## config.mk

```make
export PLATFORM = sky130hd
export DESIGN_NAME = line_card_read_scheduler
export DESIGN_NICKNAME = d
export VERILOG_FILES = /design/src/rtl/line_card_read_scheduler_pkg.sv /design/src/rtl/line_card_read_scheduler_rr_priority_pick.sv /design/src/rtl/line_card_read_scheduler.sv
export SDC_FILE = /design/constraint.sdc
export NUM_CORES = 1
export LEC_CHECK = 0
export ABC_AREA = 1
export CORE_ASPECT_RATIO = 1.25
export CORE_MARGIN = 8
export CORE_UTILIZATION = 45
export DETAILED_ROUTE_END_ITERATION = 10
export PLACE_DENSITY = 0.73
export SYNTH_ARGS = -nofsm -noshare
export SYNTH_HDL_FRONTEND = slang
export SYNTH_HIERARCHICAL = 1
export SYNTH_SLANG_ARGS = --single-unit
export TNS_END_PERCENT = 10
```

## constraint.sdc

```tcl
create_clock -name clk -period 4.3 [get_ports clk]
set_clock_uncertainty 0.15 [all_clocks]
set_input_delay 1.075 -clock clk [delete_from_list [all_inputs] [get_ports clk]]
set_output_delay 1.075 -clock clk [all_outputs]
set_load 0.01 [all_outputs]
```

## src/rtl/line_card_read_scheduler_pkg.sv

```systemverilog
// line_card_read_scheduler_pkg: shared sizes, types and FSM states for the line card read scheduler.
package line_card_read_scheduler_pkg;
    localparam int NUM_LINECARD_PORTS = 24;
    localparam int FIFO_PTR_BITS      = 13;
    localparam int PORT_IDX_BITS      = 5;

    typedef logic [FIFO_PTR_BITS-1:0] fifo_ptr_t;
    typedef logic [PORT_IDX_BITS-1:0] port_idx_t;

    typedef enum logic [1:0] {
        IDLE,
        OFFER,
        BUSY
    } sched_state_t;
endpackage

```

## src/rtl/line_card_read_scheduler_rr_priority_pick.sv

```systemverilog
// rr_priority_pick: combinational round-robin pick of the first request after i_last, wrapping to 0.
module rr_priority_pick
    import line_card_read_scheduler_pkg::*;
#(
    parameter int NUM_REQ = NUM_LINECARD_PORTS
) (
    input  logic [NUM_REQ-1:0] i_req,
    input  port_idx_t          i_last,
    output logic               o_found,
    output port_idx_t          o_idx
);
    logic [NUM_REQ-1:0] w_upper;

    // Lowest request overall is the wrap fallback; lowest request above i_last overrides it.
    always_comb begin
        w_upper = '0;
        o_idx   = '0;
        for (int i = 0; i < NUM_REQ; i++) w_upper[i] = i_req[i] & (port_idx_t'(i) > i_last);
        for (int i = NUM_REQ - 1; i >= 0; i--) if (i_req[i]) o_idx = port_idx_t'(i);
        for (int i = NUM_REQ - 1; i >= 0; i--) if (w_upper[i]) o_idx = port_idx_t'(i);
    end

    assign o_found = |i_req;
endmodule

```

## src/rtl/line_card_read_scheduler.sv

```systemverilog
// line_card_read_scheduler: round-robin grant of non-empty ingress FIFOs to the shared FIFO reader.
// Define LINECARD_SCHED_PRIORITY_EN to serve ports at or above HIGH_WATER occupancy first.
module line_card_read_scheduler
    import line_card_read_scheduler_pkg::*;
#(
    parameter int NUM_IN_PORTS = NUM_LINECARD_PORTS,
    parameter int PTR_BITS     = FIFO_PTR_BITS
`ifdef LINECARD_SCHED_PRIORITY_EN
    ,
    parameter logic [PTR_BITS-1:0] HIGH_WATER = PTR_BITS'(3072)
`endif
) (
    input  logic                    clk,
    input  logic                    rst_n,
    input  logic [PTR_BITS-1:0]     wr_ptr_committed [NUM_IN_PORTS],
    input  logic [PTR_BITS-1:0]     rd_ptr [NUM_IN_PORTS],
    input  logic [NUM_IN_PORTS-1:0] rd_ptr_reset,
    input  logic [NUM_IN_PORTS-1:0] port_enable,
    output logic                    grant_valid,
    input  logic                    grant_ready,
    output port_idx_t               grant_port,
    output logic [PTR_BITS-1:0]     grant_occupancy,
    input  logic                    done,
    output logic                    abort,
    output logic                    protocol_err
);
    sched_state_t            r_state, w_state;
    logic [NUM_IN_PORTS-1:0] w_req, r_req;
    logic [PTR_BITS-1:0]     w_occ [NUM_IN_PORTS];
    logic [PTR_BITS-1:0]     r_occ [NUM_IN_PORTS];
    logic                    w_found;
    port_idx_t               w_pick;
    logic                    r_grant_valid, w_grant_valid;
    port_idx_t               r_grant_port, w_grant_port;
    logic [PTR_BITS-1:0]     r_grant_occ, w_grant_occ;
    port_idx_t               r_last, w_last;
    logic                    r_abort, w_abort;
    logic                    r_err, w_err;

    always_comb begin
        for (int i = 0; i < NUM_IN_PORTS; i++) begin
            w_occ[i] = wr_ptr_committed[i] - rd_ptr[i];
            w_req[i] = (w_occ[i] != '0) & port_enable[i] & ~rd_ptr_reset[i];
        end
    end

    always_ff @(posedge clk) begin
        r_req <= rst_n ? w_req : '0;
        r_occ <= w_occ;
    end

`ifdef LINECARD_SCHED_PRIORITY_EN
    logic [NUM_IN_PORTS-1:0] w_hi;
    logic                    w_hi_found, w_rr_found;
    port_idx_t               w_hi_idx, w_rr_idx;

    always_comb begin
        for (int i = 0; i < NUM_IN_PORTS; i++) w_hi[i] = r_req[i] & (r_occ[i] >= HIGH_WATER);
    end

    rr_priority_pick #(.NUM_REQ(NUM_IN_PORTS)) u_pick_hi (
        .i_req(w_hi), .i_last(r_last), .o_found(w_hi_found), .o_idx(w_hi_idx)
    );
    rr_priority_pick #(.NUM_REQ(NUM_IN_PORTS)) u_pick_rr (
        .i_req(r_req), .i_last(r_last), .o_found(w_rr_found), .o_idx(w_rr_idx)
    );

    assign w_found = w_hi_found | w_rr_found;
    assign w_pick  = w_hi_found ? w_hi_idx : w_rr_idx;
`else
    rr_priority_pick #(.NUM_REQ(NUM_IN_PORTS)) u_pick (
        .i_req(r_req), .i_last(r_last), .o_found(w_found), .o_idx(w_pick)
    );
`endif

    // A reset of the granted FIFO wins over any handshake in the same cycle.
    always_comb begin
        w_state       = r_state;
        w_grant_valid = r_grant_valid;
        w_grant_port  = r_grant_port;
        w_grant_occ   = r_grant_occ;
        w_last        = r_last;
        w_abort       = 1'b0;
        w_err         = r_err | (done & (r_state != BUSY));
        if (r_state != IDLE && rd_ptr_reset[r_grant_port]) begin
            w_state       = IDLE;
            w_grant_valid = 1'b0;
            w_abort       = 1'b1;
            w_last        = r_grant_port;
        end else if (r_state == IDLE && w_found) begin
            w_state       = OFFER;
            w_grant_valid = 1'b1;
            w_grant_port  = w_pick;
            w_grant_occ   = r_occ[w_pick];
        end else if (r_state == OFFER && grant_ready) begin
            w_state       = BUSY;
            w_grant_valid = 1'b0;
            w_last        = r_grant_port;
        end else if (r_state == BUSY && done) begin
            w_state = IDLE;
        end
    end

    always_ff @(posedge clk) begin
        if (!rst_n) begin
            r_state       <= IDLE;
            r_grant_valid <= 1'b0;
            r_grant_port  <= '0;
            r_grant_occ   <= '0;
            r_last        <= port_idx_t'(NUM_IN_PORTS - 1);
            r_abort       <= 1'b0;
            r_err         <= 1'b0;
        end else begin
            r_state       <= w_state;
            r_grant_valid <= w_grant_valid;
            r_grant_port  <= w_grant_port;
            r_grant_occ   <= w_grant_occ;
            r_last        <= w_last;
            r_abort       <= w_abort;
            r_err         <= w_err;
        end
    end

    assign grant_valid     = r_grant_valid;
    assign grant_port      = r_grant_port;
    assign grant_occupancy = r_grant_occ;
    assign abort           = r_abort;
    assign protocol_err    = r_err;
endmodule

```

==> results.txt, run 1 <==
----------------------------------------------------
[Yosys]
  Net count after synthesis ... 5792
  Area of the mapped netlist ... approximately 30000 um^2
  Ys async rst share ... 0
  Synth Area per Inst ... between 6 and 7 um^2
  Top flip-flop cell by instance count after synthesis ... sky130_fd_sc_hd__dfxtp_1
  Part of the Yosys area used for sequential elements ... 0.243
  Cell variety after synth ... 53
  Largest family of logic cells by synthesized area ... simple AND/OR/NAND/NOR gates
  Compound-cell area share of the yosys netlist ... 0.134
  Adder and majority cell fraction of the synthesized area ... 0.136
  Mux cell area share after synthesis ... 0
  Gate count after technology mapping ... 4804
  Number of synthesized flops with an enable pin ... 0
  Parity-gate share of the synthesized area counting xor and xnor cells ... 0.0371
  Number of synthesized register bits ... roughly 360
  Synth Warn # ... 6
  Fraction of the mapped netlist area in simple logic gates ... 0.308

[Critical path]
  Arrival @ worst endpoint ... roughly 4.5 ns
  Most common cell type on the critical path ... sky130_fd_sc_hd__nand2_1
  Sort of element at the end of the critical path ... register
  Timing startpoint of the critical path ... r_req[22]
  Max stage delay cell, worst path ... sky130_fd_sc_hd__dfxtp_2
  Worst path buffer plus inverter count ... 3
  Worst R2R Setup Slack ... 0.07 ns
  Cell class contributing the biggest share of worst-path delay ... simple AND/OR/NAND/NOR gates
  CP max stage delay ... 0.33 ns
  Worst flop-to-flop path startpoint ... r_req[22]
  Type of origin of the critical path ... register
  Critical setup path kind ... reg -> reg
  Worst EP required ... between 4 and 5 ns
  Largest fanout of any net on the critical path ... 10

[GRT]
  Total routing usage reported by global routing ... 0.312
  Initial antenna violation count ... 24
  Vias in the first global route ... approximately 33000
  Remaining Overflow, GRT ... 0
  Wire length of the first global-routing pass ... between 150 and 200 mm
  Largest net degree at the start of global routing ... 73

[Die]
  Total die area ... between 70000 and 80000 um^2
  Starting density of the core ... 0.451
  Site row count ... approximately 110
  Chip width ... roughly 250 um
  Vert. Die Dim ... ~300 um
  I/O pin count ... approximately 700
  Core area ... ~66000 um^2

[Timing]
  Accumulated negative setup slack ... 0 ns
  Upper clock frequency limit ... between 0.2 and 0.25 GHz
  Final setup fails ... 0
  Unrepaired setup endpoints after global routing ... true
  Number of hold violations in the final report ... 0
  Fin Hold WS ... 0.306 ns
  Period utilisation layout ... 0.984
  Min Tclk post-route ... 4.23 ns
  Final critical-path setup slack ... a little under 0.07 ns
  Slew at the pin closest to its max-slew limit ... slightly below 0.9 ns
  Number of pins with negative max-slew slack in the final report ... 0
  Worst slew slack as a fraction of its limit ... 0.418

[Clock network]
  Clock slew at reported path FFs ... roughly 0.060 ns
  Post-CTS Hold Buffers ... 0
  Root buf cell ... sky130_fd_sc_hd__clkbuf_16
  Clock tree from TritonCTS ... built
  CTS H-tree depth ... 2
  TritonCTS sink count ... about 360
  Source-to-sink clock delay at the later pin of the worst-skew pair ... ~0.54 ns
  Maximum clock insertion buffer count ... 3
  Number of buffers created by CTS ... 37

[Placed design]
  Worst Setup Slack post-DPL ... roughly 0.16 ns
  IO buf count ... between 600 and 700
  Weighted congestion reported at the end of routability-driven placement ... 1.01
  Detailed placer's ending HPWL ... roughly 110 mm

[Worst hold path]
  Start point of the worst min-delay path ... protocol_err
  Worst hold path type ... reg -> reg

[Detailed routing]
  Total detailed-routing wirelength ... between 100 and 150 mm
  Number of optimization iterations in the first detailed-route pass ... 8
  Routed wire per std cell ... ~19 um
  Post-DR vias/cell ... slightly above 5
  Via count ... 33100
  Post-detailed-route count of antenna-violating nets ... 0
  Number of remaining DRC errors ... 0
  Initial drt markers ... approximately 2200

[Outcome]
  Result of the run ... finished, final reports clean

[Cells and area]
  Layout net count ... between 6000 and 7000
  Fill cell count ... around 6600
  Signed area change from the synthesized netlist to the final layout ... 31.5%
  Share of final-layout standard cells stronger than drive strength 1 ... 0.0307

[Power]
  Worst-case vdd ir drop ... 0.525 mV
  Leak Pwr ... a little over 20 nW
  Total power draw ... between 15 and 20 mW
  Power density cells ... 429 nW/um^2

[Run]
  Max cap viols ... 0

----------------------------------------------------
[through the flow]
step                      cells  instance area [um^2]  utilization
after detailed placement   6328                 38000        0.572
after global routing       6418                 39400        0.593
final                      6422                 39400        0.594
after global placement     6328                 38000        0.572
after floorplan            4804                 30000            -
after CTS                  6394                 39200        0.590
[cell type report]
cell class | count | area (um^2) | share of cell area
clock inverters | 17 | 121 | 0.00308
diodes | 19 | 47.5 | 0.00121
flip-flops and latches | 364 | 7290 | 0.185
clock buffers | 49 | 1070 | 0.0272
inverters | 982 | 3800 | 0.0963
repair buffers | 744 | 7490 | 0.190
repair inverters | 1 | 8.76 | 0.000222
well taps | 864 | 1080 | 0.0274
multi-input cells | 3382 | 18500 | 0.470
[cell usage after synthesis (8+ instances only)]
cell                       number  share of area
sky130_fd_sc_hd__a21boi_0       9         0.0023
sky130_fd_sc_hd__a21o_1         9         0.0023
sky130_fd_sc_hd__a21oi_1      198          0.033
sky130_fd_sc_hd__a31oi_1       38         0.0079
sky130_fd_sc_hd__buf_2         20         0.0033
sky130_fd_sc_hd__buf_6         13         0.0049
sky130_fd_sc_hd__clkbuf_1      32         0.0040
sky130_fd_sc_hd__dfxtp_1      364           0.24
sky130_fd_sc_hd__fa_1          24          0.016
sky130_fd_sc_hd__ha_1         288           0.12
sky130_fd_sc_hd__inv_1        959           0.12
sky130_fd_sc_hd__inv_2         13         0.0016
sky130_fd_sc_hd__nand2_1     1094           0.14
sky130_fd_sc_hd__nand3_1      337          0.056
sky130_fd_sc_hd__nand3b_1      21         0.0053
sky130_fd_sc_hd__nand4_1       79          0.016
sky130_fd_sc_hd__nor2_1       606          0.076
sky130_fd_sc_hd__nor3_1        60          0.010
sky130_fd_sc_hd__nor3b_1        8         0.0020
sky130_fd_sc_hd__o211ai_1      64          0.016
sky130_fd_sc_hd__o21ai_0      283          0.047
sky130_fd_sc_hd__o21ai_1       52         0.0087
sky130_fd_sc_hd__o21bai_1      22         0.0055
sky130_fd_sc_hd__o22ai_1        8         0.0017
sky130_fd_sc_hd__xnor2_1       50          0.015
sky130_fd_sc_hd__xor2_1        75          0.022
[worst register-to-register path, delay by kind of cell, from the launching register on]
kind,cells,cell delay [ns]
AND/OR/NAND/NOR,50,2.77
AO/OA/AOI/OAI,4,0.49
buffers and inverters,3,0.35
flip-flops,1,0.33
[registers in the layout (all words and copies together) (netlist names), 2 cells and up]
| register | count |
|---|---|
| r_state | 2 |
| r_req | 24 |
| grant_occupancy | 13 |
| r_last | 5 |
| r_occ | 312 |
| grant_port | 5 |
[cell usage in the layout (no fill, tap or decap), types with 22 or more instances in the layout]
master and count:
sky130_fd_sc_hd__nand3_1 337, sky130_fd_sc_hd__nor3_1 60, sky130_fd_sc_hd__nand2_1 1090, sky130_fd_sc_hd__a31oi_1 38, sky130_fd_sc_hd__xnor2_1 50, sky130_fd_sc_hd__o21ai_1 59, sky130_fd_sc_hd__clkbuf_16 41, sky130_fd_sc_hd__ha_1 288
sky130_fd_sc_hd__o21bai_1 22, sky130_fd_sc_hd__xor2_1 75, sky130_fd_sc_hd__fa_1 24, sky130_fd_sc_hd__o211ai_1 64, sky130_fd_sc_hd__nor2_1 599, sky130_fd_sc_hd__buf_4 34, sky130_fd_sc_hd__nand4_1 79, sky130_fd_sc_hd__inv_1 958
sky130_fd_sc_hd__clkdlybuf4s50_1 696, sky130_fd_sc_hd__a21oi_1 198, sky130_fd_sc_hd__dfxtp_1 362, sky130_fd_sc_hd__o21ai_0 275
[kinds of logic (layout without fill, tap and decap cells)]
family,Yosys count,count (layout)
DFF,364,364
xor gates and xnor gates,126,126
adders and majority gates,312,312
AOI/OAI and AO/OA,712,712
other,0,19
and+or+nand+nor,2232,2232
buffers and inverters,1058,1793
[path summary, 6_finish.rpt]
check	end	cells after the start
setup / recovery	grant_occupancy[0]	57
hold / removal	protocol_err	2
setup reg to reg	grant_occupancy[0]	57
hold reg to reg	protocol_err	2
[power breakdown]
group	leakage, nW	switching, mW	internal [mW]
clock network	0.583	1.38	1.78
logic	16.9	5.56	3.52
registers	3.06	0.606	4.06
[per-layer routing]
metal  global-route usage  up-vias  wire length [um]
met3               0.0518      342              7220
met1                0.342    14900             46600
met5                    0        -                60
li1                     -    16700                 -
met4                0.181        8              8290
met2                0.558     1188             60300
[timing repair]
item	CTS	global route
setup buffers	0	5
resized for setup	0	30
endpoints found under the setup margin	0	13
Power figures use the tool's default switching activity.
==> run 2, diff against run 1 <==
--- a/config.mk
+++ b/config.mk
@@ -6,11 +6,12 @@
 export NUM_CORES = 1
 export LEC_CHECK = 0
 export ABC_AREA = 1
-export CORE_ASPECT_RATIO = 1.25
-export CORE_MARGIN = 8
+export CORE_MARGIN = 5
 export CORE_UTILIZATION = 45
+export CTS_BUF_LIST = sky130_fd_sc_hd__clkbuf_8
 export DETAILED_ROUTE_END_ITERATION = 10
 export PLACE_DENSITY = 0.73
+export RECOVER_POWER = 100
 export SYNTH_ARGS = -nofsm -noshare
 export SYNTH_HDL_FRONTEND = slang
 export SYNTH_HIERARCHICAL = 1
==> run 2 against run 1 <==
Against the previous run: largest power group unchanged; global-route usage down 0.15 points; first-iteration DRC count increased by 4.1%; largest cell class unchanged; die area decreased by 4.4%; worst hold slack worse by 0.0049 ns; sequential share of layout area about the same; register-to-register slack got worse by 0.10 ns; setup slack worse by 0.10 ns; critical path depth is 1 higher; the flow now finishes with violations (setup timing); via count is essentially flat; power is 0.64% higher.
==> results.txt, run 2 (same netlist as run 1, synthesis figures left out) <==
----------------------------------------------------
[Placed design]
  Worst Setup Slack post-DPL ... 0.0707 ns
  Detailed placer's ending HPWL ... around 100 mm
  Weighted congestion reported at the end of routability-driven placement ... about 1
  IO buf count ... 696

[Timing]
  Min Tclk post-route ... 4.34 ns
  Worst slew slack as a fraction of its limit ... 0.463
  Final critical-path setup slack ... -0.0360 ns
  Number of hold violations in the final report ... 0
  Final setup fails ... 2
  Period utilisation layout ... 1.01
  Upper clock frequency limit ... approximately 0.23 GHz
  Fin Hold WS ... ~0.30 ns
  Unrepaired setup endpoints after global routing ... true
  Number of pins with negative max-slew slack in the final report ... 0
  Slew at the pin closest to its max-slew limit ... between 0.8 and 0.9 ns

[GRT]
  Wire length of the first global-routing pass ... about 180 mm
  Largest net degree at the start of global routing ... between 100 and 150
  Vias in the first global route ... 31500
  Initial antenna violation count ... 7
  Total routing usage reported by global routing ... 0.311
  Remaining Overflow, GRT ... 0

[Clock network]
  CTS H-tree depth ... 2
  Source-to-sink clock delay at the later pin of the worst-skew pair ... approximately 0.65 ns
  Number of buffers created by CTS ... between 50 and 60
  Clock tree from TritonCTS ... built
  Root buf cell ... sky130_fd_sc_hd__clkbuf_8
  TritonCTS sink count ... around 360
  Clock slew at reported path FFs ... roughly 0.070 ns
  Maximum clock insertion buffer count ... 3

[Die]
  Core area ... around 66000 um^2
  I/O pin count ... approximately 700
  Vert. Die Dim ... 268 um
  Starting density of the core ... 0.454
  Chip width ... between 200 and 300 um
  Total die area ... 71900 um^2
  Site row count ... 94

[Detailed routing]
  Sum of met2 wire segment lengths after detailed routing ... approximately 58 mm
  Via count ... around 33000
  Post-detailed-route count of antenna-violating nets ... 0
  Post-DR vias/cell ... about 5
  Post-route met1 wirelength ... 48.3 mm
  Number of remaining DRC errors ... 0
  Initial drt markers ... approximately 2300
  Highest metal used ... met5
  Routed wire per std cell ... between 15 and 20 um
  Met3 routed WL ... between 7 and 8 mm
  Total detailed-routing wirelength ... 119 mm
  Number of optimization iterations in the first detailed-route pass ... 6

[Cells and area]
  Utilization after layout ... 0.598
  Number of flip-flops in the largest register ... approximately 310
  Share of final-layout standard cells stronger than drive strength 1 ... 0.0325
  Most frequent standard cell in the layout excluding fill and tap cells ... sky130_fd_sc_hd__nand2_1
  Signed area change from the synthesized netlist to the final layout ... 31.7%
  Storage cell area ... about 7300 um^2
  Largest Register ... r_occ
  Fill cell count ... ~6400
  Leading cell types in the layout, fill and taps excluded ... sky130_fd_sc_hd__nand2_1 (1093), sky130_fd_sc_hd__inv_1 (973), sky130_fd_sc_hd__clkdlybuf4s50_1 (609), sky130_fd_sc_hd__nor2_1 (600), sky130_fd_sc_hd__dfxtp_1 (362)
  Layout net count ... 6517
  Multi-input logic area ... between 15000 and 20000 um^2

[Critical path]
  Sort of element at the end of the critical path ... register
  CP max stage delay ... 0.32 ns
  Cell class contributing the biggest share of worst-path delay ... simple AND/OR/NAND/NOR gates
  Arrival @ worst endpoint ... about 4.7 ns
  Worst EP required ... around 4.6 ns
  Max stage delay cell, worst path ... sky130_fd_sc_hd__dfxtp_2
  Type of origin of the critical path ... register
  Critical setup path kind ... reg -> reg
  Worst path buffer plus inverter count ... 4
  Most common cell type on the critical path ... sky130_fd_sc_hd__nand2_1
  Largest fanout of any net on the critical path ... 7

[Power]
  Worst-case vdd ir drop ... roughly 0.54 mV
  Power density cells ... around 430 nW/um^2
  Total power draw ... 17.0 mW
  Leak Pwr ... about 21 nW

[Outcome]
  Result of the run ... finished, violations left
  Failing checks ... setup timing

[Run]
  Max cap viols ... 0

[Worst hold path]
  Worst hold path type ... reg -> reg

----------------------------------------------------
## run 2: path summary, 6_finish.rpt
kind	start	end	slack, ns	cells past startpoint
max	r_req[22]	grant_occupancy[10]	-0.04	58
min	protocol_err	protocol_err	0.30	2
max reg2reg	r_req[22]	grant_occupancy[10]	-0.04	58
min reg2reg	protocol_err	protocol_err	0.30	2
## run 2: metal layers
layer / global-route usage / vias up
met1: 0.376 / 15000
li1: - / 16700
met5: 0 / -
met2: 0.556 / 1216
met4: 0.123 / 2
met3: 0.0445 / 207
## run 2: power by group
part	total, mW	internal (mW)	switching (mW)
Clock	3.23	1.82	1.41
Sequential	4.73	4.06	0.668
Combinational	9.06	3.56	5.49
Total	17.0	9.44	7.57
## run 2: through the flow
step | setup TNS, ns | std cells | instance area (um^2)
finish | -0.0485 | 6444 | 39500
floorplan | 0 | 4804 | 30000
global route | -5.18 | 6444 | 39500
global placement | 0 | 6311 | 37800
CTS | 0 | 6415 | 39100
detailed placement | 0 | 6311 | 37800
## run 2: area by class of cell
cell class / instances / area share
Multi-Input combinational cell: 3382 / 0.468
Timing Repair Buffer: 740 / 0.191
Sequential cell: 364 / 0.185
Inverter: 982 / 0.0962
Tap cell: 864 / 0.0274
Clock buffer: 69 / 0.0241
Clock inverter: 35 / 0.00827
Timing Repair inverter: 2 / 0.000507
Antenna cell: 6 / 0.000380
## run 2: timing repair
item	4_1_cts	5_1_grt
setup buffers	0	12
setup endpoints to repair	0	13
endpoints found under the hold margin	0	0
gates resized for setup	0	34
hold buffers	0	0
## run 2: worst min-delay path, cell delays in order (launching register included)
cell                      delay, ns
sky130_fd_sc_hd__dfxtp_1       0.31
sky130_fd_sc_hd__inv_1         0.04
sky130_fd_sc_hd__a21oi_1       0.05
